`src/rtl/ru_sb.sv`:
```
// ru_sb: register file with a per-register pending (scoreboard) bit.
// Clear sweep zeroes the file after reset, then RUN serves reads/writes.
//
// Ports:
//   CLK, RST_N       clock, synchronous active-low reset
//   rs1, rs2         read addresses -> RUrs1, RUrs2 (combinational)
//   rd, DataWr, RUWr write port
//   iss_vld, iss_rd  issue strobe, marks iss_rd pending
//   busy1, busy2     pending bit of rs1 / rs2
//   rdy              sweep finished, unit in RUN
// Optional: define RU_SB_BYPASS_EN to forward same-cycle writes to reads.
module ru_sb #(
  parameter int XLEN = 32,
  parameter int NREG = 32,
  localparam int AW = $clog2(NREG)
) (
  input  logic            CLK,
  input  logic            RST_N,
  input  logic [AW-1:0]   rs1,
  input  logic [AW-1:0]   rs2,
  output logic [XLEN-1:0] RUrs1,
  output logic [XLEN-1:0] RUrs2,
  input  logic [AW-1:0]   rd,
  input  logic [XLEN-1:0] DataWr,
  input  logic            RUWr,
  input  logic            iss_vld,
  input  logic [AW-1:0]   iss_rd,
  output logic            busy1,
  output logic            busy2,
  output logic            rdy
);

  typedef enum logic {
    CLEAR,
    RUN
  } state_t;

  localparam logic [AW-1:0] LAST = AW'(NREG - 1);
  localparam logic [AW-1:0] ZERO = '0;

  state_t          state;
  logic [AW-1:0]   ptr;
  logic [XLEN-1:0] regs [NREG];
  logic [NREG-1:0] pending;

  always_ff @(posedge CLK) begin
    if (!RST_N) begin
      state   <= CLEAR;
      ptr     <= '0;
      rdy     <= 1'b0;
      pending <= '0;
    end else begin
      unique case (state)
        CLEAR: begin
          regs[ptr] <= '0;
          ptr       <= ptr + AW'(1);
          if (ptr == LAST) begin
            state <= RUN;
            rdy   <= 1'b1;
          end
        end
        RUN: begin
          if (RUWr && rd != ZERO) begin
            regs[rd]    <= DataWr;
            pending[rd] <= 1'b0;
          end
          // issue is applied last so it wins over a same-edge write
          if (iss_vld && iss_rd != ZERO)
            pending[iss_rd] <= 1'b1;
        end
        default: state <= CLEAR;
      endcase
    end
  end

`ifdef RU_SB_BYPASS_EN
  logic byp_wr;
  logic byp_iss;
  assign byp_wr  = RUWr && (rd != ZERO);
  assign byp_iss = iss_vld && (iss_rd == rd);
`endif

  always_comb begin
    RUrs1 = '0;
    RUrs2 = '0;
    busy1 = 1'b0;
    busy2 = 1'b0;
    if (rdy) begin
      if (rs1 != ZERO) begin
        RUrs1 = regs[rs1];
        busy1 = pending[rs1];
      end
      if (rs2 != ZERO) begin
        RUrs2 = regs[rs2];
        busy2 = pending[rs2];
      end
`ifdef RU_SB_BYPASS_EN
      if (byp_wr && rd == rs1) begin
        RUrs1 = DataWr;
        if (!byp_iss)
          busy1 = 1'b0;
      end
      if (byp_wr && rd == rs2) begin
        RUrs2 = DataWr;
        if (!byp_iss)
          busy2 = 1'b0;
      end
`endif
    end
  end

endmodule

```
`config.mk`:
```
export PLATFORM = sky130hd
export DESIGN_NAME = ru_sb
export DESIGN_NICKNAME = d
export VERILOG_FILES = /design/src/rtl/ru_sb.sv
export SDC_FILE = /design/constraint.sdc
export NUM_CORES = 1
export LEC_CHECK = 0
export CORE_UTILIZATION = 41
export CTS_CLUSTER_SIZE = 28
export DETAILED_ROUTE_END_ITERATION = 7
export PLACE_DENSITY = 0.68
export SLEW_MARGIN = 25
export SYNTH_ARGS = -nofsm -noshare
export SYNTH_HDL_FRONTEND = slang
export SYNTH_SLANG_ARGS = --single-unit
```
`constraint.sdc`:
```
create_clock -name CLK -period 6.3 [get_ports CLK]
set_clock_uncertainty 0.1 [all_clocks]
set_input_delay 1.89 -clock CLK [delete_from_list [all_inputs] [get_ports CLK]]
set_output_delay 1.89 -clock CLK [all_outputs]
set_load 0.02 [all_outputs]
```
## Word level (Yosys, flattened, before mapping)

Memories as Yosys holds them, arrays and structs flattened.
Cells that the tools add are included.

- Register bits after elaboration: 39
- RAM bits: 1024
- Bits of input ports: 56
- Output and inout bits: 67
- Word-level logic and storage cells: 59
- Memories kept: 1

- $add $sub $neg: 1
- Order comparisons: 6
- Eq/ne operators: 1
- Muxes and demuxes: 32
- Bitwise operators: 4
- Reductions and logical operators: 10

Memory list:

| memory | words | bits a word | read ports | clocked after memory_dff | wr ports | line | source |
|---|---|---|---|---|---|---|---|
| regs | 32 | 32 | 2 | 0 | 1 | 43 | `logic [XLEN-1:0] regs [NREG];` |

Operator list:

| cell | count |
|---|---|
| two-way mux 32 bit | 9 |
| AND 32 bit | 1 |
| NOT 32 bit | 1 |
| bitwise OR 32 bit | 1 |
| OR reduction 32 bit | 1 |
| < comparator 5 x 6 -> 1 bit, second input constant | 4 |
| nonzero test 5 bit | 4 |
| two-way mux 1 bit | 18 |
| binary-select mux 1 bit (select 5 bit) | 2 |
| demux 1 bit (select 5 bit) | 2 |
| >= comparator 5 x 1 -> 1 bit, second input constant | 2 |
| adder 5 x 1 -> 5 bit, second input constant | 1 |
| equality test 5 bit, second input constant | 1 |
| two-way mux 5 bit | 1 |
| logical AND 1 bit | 4 |
| AND reduction 2 bit | 1 |
| NOT 1 bit | 1 |

## Longest topological paths before layout

Gate-level depths: netlist (run 1).

- Depth in word-level cells: 11
- Depth in mapped cells: 9
- Gate-level depth less buffers: 5

## Least setup slack after synthesis (run 1)

OpenSTA, ideal clock, no wires.

- Path type: in2reg
- From: in rd[2]
- To: mem regs[7][0], enable pin
- Library setup time: 0.468 ns
- Data arrival time: 5.288 ns
- Required time: 5.732 ns
- Path slack: 0.444 ns
- Cell stages on the path: 6
- Buffers on the path: 2
- Path through: buf_2 > nor3_2 > a21boi_4 > buf_2 > o22a_1 > nor3b_1

- Cells in the longest elaborated chain, start to end: 8
- Elaborated cells between the ends (all ways): 9
- Those cells by class: mux (6); reduce/logical (3)

RTL lines:

| element | line | source |
|---|---|---|
| start: declaration | 23 | `input logic [AW-1:0] rd,` |
| nonzero test 5 bit | 63 | `if (RUWr && rd != ZERO) begin` |
| logical AND 1 bit | 63 |  |
| two-way mux 1 bit | 63 |  |
| two-way mux 1 bit | 53 | `unique case (state)` |
| two-way mux 1 bit | 47 | `if (!RST_N) begin` |
| two-way mux 1 bit (implied by the code) | 64 | `regs[rd] <= DataWr;` |
| OR reduction 32 bit (no line) | n/a |  |
| two-way mux 5 bit (no line) or two-way mux 1 bit (tied branches) | n/a |  |
| end: declaration | 43 |  |

Several ways; a longest one is shown, not always the timed one.

## Worst setup path after layout (run 1)

- From: in rs1[3]
- To: out RUrs1[13]

- Cells in the longest elaborated chain, start to end: 3
- Elaborated cells between the ends (all ways): 4
- Those cells by class: mux (2); reduce/logical (1); memory (1)

RTL lines:

| element | line | source |
|---|---|---|
| start: declaration | 19 | `input logic [AW-1:0] rs1,` |
| memory (32 x 32 bit) or nonzero test 5 bit (tied branches) | n/a |  |
| two-way mux 32 bit * | 89 | `if (rs1 != ZERO) begin` |
| two-way mux 32 bit * | 88 | `if (rdy) begin` |
| end: declaration | 21 | `output logic [XLEN-1:0] RUrs1,` |

Every way passes the cells marked *; elsewhere a longest branch is shown, timed or not.

==> results.md, run 1 <==
* Global-route wire length before repair at roughly 220,000 um
* Clock root buffer: clkbuf_16
* Post-place instance area at roughly 0.054 sq mm
* Syn-to-layout area delta at 18.2%
* Via count at roughly 32,000
* Final Cell Area at around 0.057 sq mm
* CP arrival at approximately 4300 ps
* Post-synthesis cell count at 3,059
* CTS sink cnt at approximately 1,000
* Final Util at 49.1%
* Initial Utilization at roughly 42%
* Worst setup path category: input pin to output pin
* Failing checks: setup timing
* Leading area contributor after synthesis: edfxtp_1
* Ports at 123
* Largest family of logic cells by synthesized area: multiplexers
* Cts hold-fix bufs at 0
* Portion of netlist area occupied by mux cells at a little over a fifth
* Largest net degree at the start of global routing at 54
* Max-cap viol count at 0
* Reg clk slew, reported paths at roughly 60 ps
* Max Clk Rate at 0.159 GHz
* CP required at approximately 4300 ps
* Final Critical Period at about 6300 ps
* Post-synth ARST share at 0%
* Fin. Hold Viols at 0
* Layout cells sized above 1 at approximately 26%
* Xor/xnor share of the synthesized area at less than 1%
* Most numerous cell in the Yosys netlist: edfxtp_1
* Post-Syn Nets at about 3,100
* Worst-path fanout max at 18
* Core Area at roughly 0.12 sq mm
* Final HPWL DP at around 96,000 um
* Synth Area in Adders at 0.0517%
* Worst reg2reg endpoint: regs[25][6]
* WL/cell at between 30 and 40 um
* Number of library cell types mapped by synthesis at 56
* Post-synthesis compound-gate area fraction at just under 9%
* Worst VDD drop at 0.205 mV
* Critical path endpoint: RUrs1[13]
* Area share of the largest cell type after synthesis at 61.5%
* Setup-failing EPs final at 1
* Max Buffers Root-to-Sink at 3
* CTS tree: yes
* Top cells by area, synth: edfxtp_1 (62%), mux2i_1 (11%), mux4_2 (9.3%), o22ai_1 (2.9%), a22oi_1 (2.1%)
* Overall global routing resource usage at around 25%
* Synth top cells by count: edfxtp_1 (992), mux2i_1 (526), o22ai_1 (223), mux4_2 (200), a22oi_1 (133)
* GR Overflow Total at 0
* RePlAce Congestion at between 0.8 and 0.9
* CTS Buf Count at ~100
* Multi-input gate area at 0.0171 sq mm
* Post-route ant nets at 0
* Slew @ Worst Pin at between 1000 and 1500 ps
* Hold crit path type: flop to flop
* Pre-antenna DRT Iters at 5
* Relative slew slack at 30.6%
* Final nets at 3,408
* CP startpoint: rs1[3]
* Synth Register Bits at ~1,000
* Reg2reg start: state
* Die area at about 0.12 sq mm
* LEAKAGE at about 20 nW
* RSZ-0062 raised after global routing: true
* Initial antenna violation count at 5
* Final worst setup slack at -3.32 ps
* Post-synthesis sequential area ratio at between 60% and 70%
* Final max-slew violation count at 0
* Rows at 125
* Layout filler cell count at approximately 9,700
* Synth Cell Area at approximately 0.048 sq mm
* Via density at around 6.4
* Final wirelength at between 150,000 and 200,000 um
* Syn. warnings at 0
* CTS H-tree lvls at 3
* Number of global-route vias before repair at between 30,000 and 40,000
* DRC violations left at 0
* PortBufs at ~120
* Chip Width at about 350 um
* Die Height at about 350 um
* Pwr/cell area at 255 mW/mm^2
* Avg Synthesized Cell Area at ~16 sq um
* Worst-case register-to-register setup slack at roughly 2600 ps
* R2R depth at 7
* Sequential cell area at between 0.03 and 0.04 sq mm
* Status: complete, but fails checks
* Fin crit share at 100%
* Main synth FF type: edfxtp_1
* Worst setup EP type: output pin
* Worst-Skew Late Latency at about 700 ps
* Drt initial violations at just over 4,000
* Synth Area in Simple Gates at around 3.6%
* EDFF count, synth at between 900 and 1,000
* Critical path startpoint category: input pin
-- per-layer routing --
layer	wire, um	GRT usage, %
met2	72800	40.5
met4	6120	10.2
met3	15100	5.33
met1	57300	32.1
met5	41	0
-- cell families (layout without fill, tap and decap cells) --
family                     after synthesis  in the layout
adders and majority gates                2              2
buffers and inverters                  259            640
other                                    0              1
xor gates and xnor gates                 2              2
DFF                                   1030           1030
muxes                                  792            792
AOI/OAI and AO/OA                      630            630
and+or+nand+nor                        344            344
-- worst min path at each step --
stage,startpoint,end,slack (ps),cells past startpoint
after detailed placement,pending[14],pending[14],390,2
final,pending[13],pending[13],400,2
after global placement,pending[13],pending[13],380,2
after global routing,pending[10],pending[10],430,2
after floorplan,pending[14],pending[14],360,2
after CTS,pending[14],pending[14],400,2
-- sequential cells by signal, indices dropped and copies added (netlist names) --
signal,flops
pending,31
ptr,5
rdy,1
regs,992
state,1
-- stage by stage --
stage | std cells | setup TNS, ps | hold slack (ps) | setup WS, ps | total power [mW]
after floorplan | 3059 | 0 | 364 | 444 | 8.10
after global placement | 4768 | -5720 | 380 | -519 | 8.41
after detailed placement | 4768 | -4820 | 387 | -542 | 8.42
after CTS | 4964 | -65.1 | 396 | -65.1 | 14.6
after global routing | 4965 | -5.11 | 434 | -5.11 | 14.9
final | 4965 | -3.32 | 396 | -3.32 | 14.6
-- where the power goes --
part | internal [mW] | switching, mW | leakage [nW]
registers | 7.42 | 0.0146 | 9.67
logic | 0.369 | 0.481 | 8.89
clock network | 3.62 | 2.70 | 1.68
total | 11.4 | 3.19 | 20.2
-- what timing repair did --
action,CTS,global route
pin swaps,2,1
buffers inserted,0,0
gates resized for setup,49,22
hold endpoints to repair,0,0
setup endpoints to repair,29,31
-- placed cells by master, fill, tap and decap left out, drive strengths merged, types with 3 or more instances in the layout --
master and instances:
mux4 200, dlymetal6s2s 8, o211ai 5, buf 359, a221oi 64, clkdlybuf4s50 51
nor2 43, o21ai 94, a22oi 133, clkinvlp 5, o21a 3, bufinv 13
dlygate4sd2 17, a21oi 36, o32ai 4, nand2 121, or2 9, clkbuf 133
o22ai 223, a2111oi 31, clkinv 42, nor3 5, nand3b 5, a32o 4
edfxtp 992, mux2i 526, nor2b 14, a21boi 24, inv 10, nand3 41
and3 6, nor3b 8, dfxtp 38, and2 37, mux2 66, nand2b 13
nand4 37
-- critical path: stages --
cell,delay (ps)
clkdlybuf4s50_1,490
buf_4,250
nor2_4,80
nand2_2,180
buf_4,410
o22ai_1,170
o21ai_0,340
nand4_1,250
buf_4,230
-- area by class of cell --
type | count | area share [%]
Sequential cell | 1030 | 53.4
Tap cell | 1524 | 3.33
Inverter | 7 | 0.0459
Clock buffer | 133 | 4.79
Timing Repair Buffer | 437 | 7.43
Antenna cell | 1 | 0.00437
Clock inverter | 63 | 1.21
Multi-Input combinational cell | 1770 | 29.8
(Power assumes the default switching activity.)
==> run 2: changes to the inputs <==
--- a/config.mk
+++ b/config.mk
@@ -9,6 +9,7 @@
 export CTS_CLUSTER_SIZE = 28
 export DETAILED_ROUTE_END_ITERATION = 7
 export PLACE_DENSITY = 0.68
+export SKIP_LAST_GASP = 1
 export SLEW_MARGIN = 25
 export SYNTH_ARGS = -nofsm -noshare
 export SYNTH_HDL_FRONTEND = slang
==> run 2 against run 1 <==
  * The run now ends clean
  * Setup slack improved by 10 ps
  * Design area is essentially flat
  * Critical path depth grew 1
  * Fmax grew 0.17%
  * Die area stayed put
  * Register-to-register slack improved by 20 ps
  * Highest routed layer unchanged
  * Routed wire length rose by 0.24%
  * Non-clock buffer count stayed put
  * Via count increased by 0.29%
  * Sequential cell count is the same
  * Clock-buffer cell count unchanged
==> results.md, run 2 (synthesis results as in run 1) <==
* Post-route ant nets at 0 (unchanged)
* Final nets at 3,408 (unchanged)
* Worst reg2reg endpoint: regs[25][6] (unchanged)
* Final Critical Period at 6290 ps (was 6300 ps)
* Met2 Usage GRT at 40.5% (unchanged)
* Die Height at 346 um (unchanged)
* Non-filler cells, final at 4,966 (was 4,965)
* Largest net degree at the start of global routing at 54 (unchanged)
* Sequential cell area at 0.0305 sq mm (unchanged)
* Clock root buffer: clkbuf_16 (unchanged)
* Syn-to-layout area delta at 18.2% (about the same)
* Max-cap viol count at 0 (unchanged)
* Overall global routing resource usage at 24.8% (about the same)
* Top reg by flops: regs (unchanged)
* CP max stage delay at 490 ps (about the same)
* Core Area at 0.117 sq mm (unchanged)
* CTS Buf Count at 104 (unchanged)
* Chip Width at 346 um (unchanged)
* CTS sink cnt at 1,030 (unchanged)
* Worst-path fanout max at 10 (was 18)
* Reg2reg start: state (unchanged)
* CTS H-tree lvls at 3 (unchanged)
* CP startpoint: rs1[3] (unchanged)
* Hold crit path type: flop to flop (unchanged)
* Gr busiest metal: met2 (unchanged)
* Final wirelength at 152,000 um (was 151,000 um)
* Multi-input gate area at 0.0171 sq mm (about the same)
* Max Buffers Root-to-Sink at 3 (unchanged)
* Post-place instance area at 0.0536 sq mm (unchanged)
* Final Util at 49.1% (about the same)
* R2R depth at 7 (unchanged)
* Commonest non-fill, non-tap cell in the layout: edfxtp_1 (unchanged)
* Rows at 125 (unchanged)
* Post-CTS Repair Setup Buffers at 0 (unchanged)
* Pwr/cell area at 255 mW/mm^2 (about the same)
* Global Route met1 Usage at 32.1% (about the same)
* WL/cell at 30.5 um (about the same)
* Initial Utilization at 41.5% (unchanged)
* Worst setup EP type: output pin (unchanged)
* LEAKAGE at 20.2 nW (about the same)
* Worst-case register-to-register setup slack at 2620 ps (was 2600 ps)
* Reg clk slew, reported paths at 60 ps (about the same)
* Max reg flops at 992 (unchanged)
* Number of global-route vias before repair at 31,800 (unchanged)
* Cells along the critical path: clkdlybuf4s50_1, buf_4, nor2b_4, buf_12, buf_12, buf_4, a22oi_1, a22oi_1, nand4_1, buf_4 (was clkdlybuf4s50_1, buf_4, nor2_4, nand2_2, buf_4, o22ai_1, o21ai_0, nand4_1, buf_4)
* Drt initial violations at 4,020 (was 4,115)
* DRC violations left at 0 (unchanged)
* Fin. Hold Viols at 0 (unchanged)
* Placed insts at 4,768 (unchanged)
* Worst-Skew Late Latency at 700 ps (about the same)
* Layout filler cell count at 9,679 (was 9,682)
* Layout cells sized above 1 at 25.8% (was 25.6%)
* Cts hold-fix bufs at 0 (unchanged)
* CP most frequent cell: buf_4 (unchanged)
* Commonest cells after routing, fill and taps aside: edfxtp_1 (992), mux2i_1 (526), buf_4 (292) (was edfxtp_1 (992), mux2i_1 (526), buf_4 (294))
* Pre-antenna DRT Iters at 6 (was 5)
* Max Clk Rate at 0.159 GHz (about the same)
* Post-Route Setup TNS at 0 ps (was -3.32 ps)
* Global-route wire length before repair at 217,000 um (about the same)
* Final Cell Area at 0.0572 sq mm (about the same)
* CP arrival at 4300 ps (was 4310 ps)
* Status: finished, final reports clean (was complete, but fails checks)
* CP required at 4310 ps (about the same)
* Relative slew slack at 29.3% (was 30.6%)
* Slew @ Worst Pin at 1060 ps (was 1040 ps)
* Worst VDD drop at 0.204 mV (was 0.205 mV)
* Die area at 0.119 sq mm (unchanged)
* Critical path startpoint category: input pin (unchanged)
* Via count at 32,000 (was 31,900)
* Via density at 6.43 (was 6.42)
* RePlAce Congestion at 0.883 (unchanged)
* Fin crit share at 99.9% (was 100%)
* Slowest CP cell: clkdlybuf4s50_1 (unchanged)
* Final HPWL DP at 96,000 um (unchanged)
* Largest registers: regs: 992 flops, pending: 31 flops, ptr: 5 flops (unchanged)
* Initial antenna violation count at 5 (unchanged)
* Ports at 123 (unchanged)
* RSZ-0062 raised after global routing: true (unchanged)
* PortBufs at 122 (unchanged)
* Worst setup path category: input pin to output pin (unchanged)
* GR Overflow Total at 0 (unchanged)
* Critical path endpoint: RUrs1[6] (was RUrs1[13])
* Final max-slew violation count at 0 (unchanged)
* Setup-failing EPs final at 0 (was 1)
* CTS tree: yes (unchanged)
* Met3 usage at 5.33% (unchanged)
run 2: changes by cell type in the layout (fill, tap and decap cells not counted):
cell,before,now
buf_6,2,4
nand2_1,117,116
a221oi_2,10,9
nand2_4,0,1
dlygate4sd2_1,17,15
diode_2,1,2
clkbuf_2,0,3
dlymetal6s2s_1,8,9
a2111oi_1,13,11
clkdlybuf4s15_1,2,0
a221oi_1,54,55
a2111oi_2,5,7
buf_4,294,292
run 2: worst min path at each step:
stage                     start     endpoint  depth (start not counted)
floorplan           pending[14]  pending[14]                          2
global placement    pending[13]  pending[13]                          2
detailed placement  pending[14]  pending[14]                          2
CTS                 pending[14]  pending[14]                          2
global route        pending[10]  pending[10]                          2
finish              pending[13]  pending[13]                          2
run 2: power by group:
group	internal, mW	switching, mW
combinational	0.370	0.482
sequential	7.42	0.0148
clock	3.62	2.70
run 2: per-stage QoR:
stage               power [mW]  worst slack (ps)  hold slack [ps]
detailed placement        8.42              -542              387
global placement          8.41              -519              380
CTS                       14.6              -170              396
finish                    14.6              7.07              397
global route              14.9             -18.6              434
floorplan                 8.10               444              364
run 2: area by class of cell:
type | count | area share [%]
Sequential cell | 1030 | 53.4
Clock buffer | 133 | 4.79
Antenna cell | 2 | 0.00874
Multi-Input combinational cell | 1770 | 29.8
Inverter | 7 | 0.0459
Tap cell | 1524 | 3.33
Clock inverter | 63 | 1.21
Timing Repair Buffer | 437 | 7.42
run 2: worst max-delay path, delay by kind of cell:
family	cells	cell delay, ps
compound gates	2	530
buf+inv	6	1430
simple gates	2	410
run 2: routing by layer:
| layer | routed length, um | share of wire, % |
|---|---|---|
| met5 | 37 | 0.024 |
| met4 | 6330 | 4.2 |
| met3 | 14700 | 9.7 |
| met2 | 72400 | 48 |
| met1 | 58200 | 38 |
run 2: timing repair:
action                                  CTS  global route
hold endpoints to repair                  0             0
pin swaps                                 2             1
endpoints found under the setup margin   29            32
gates resized for setup                  45            35
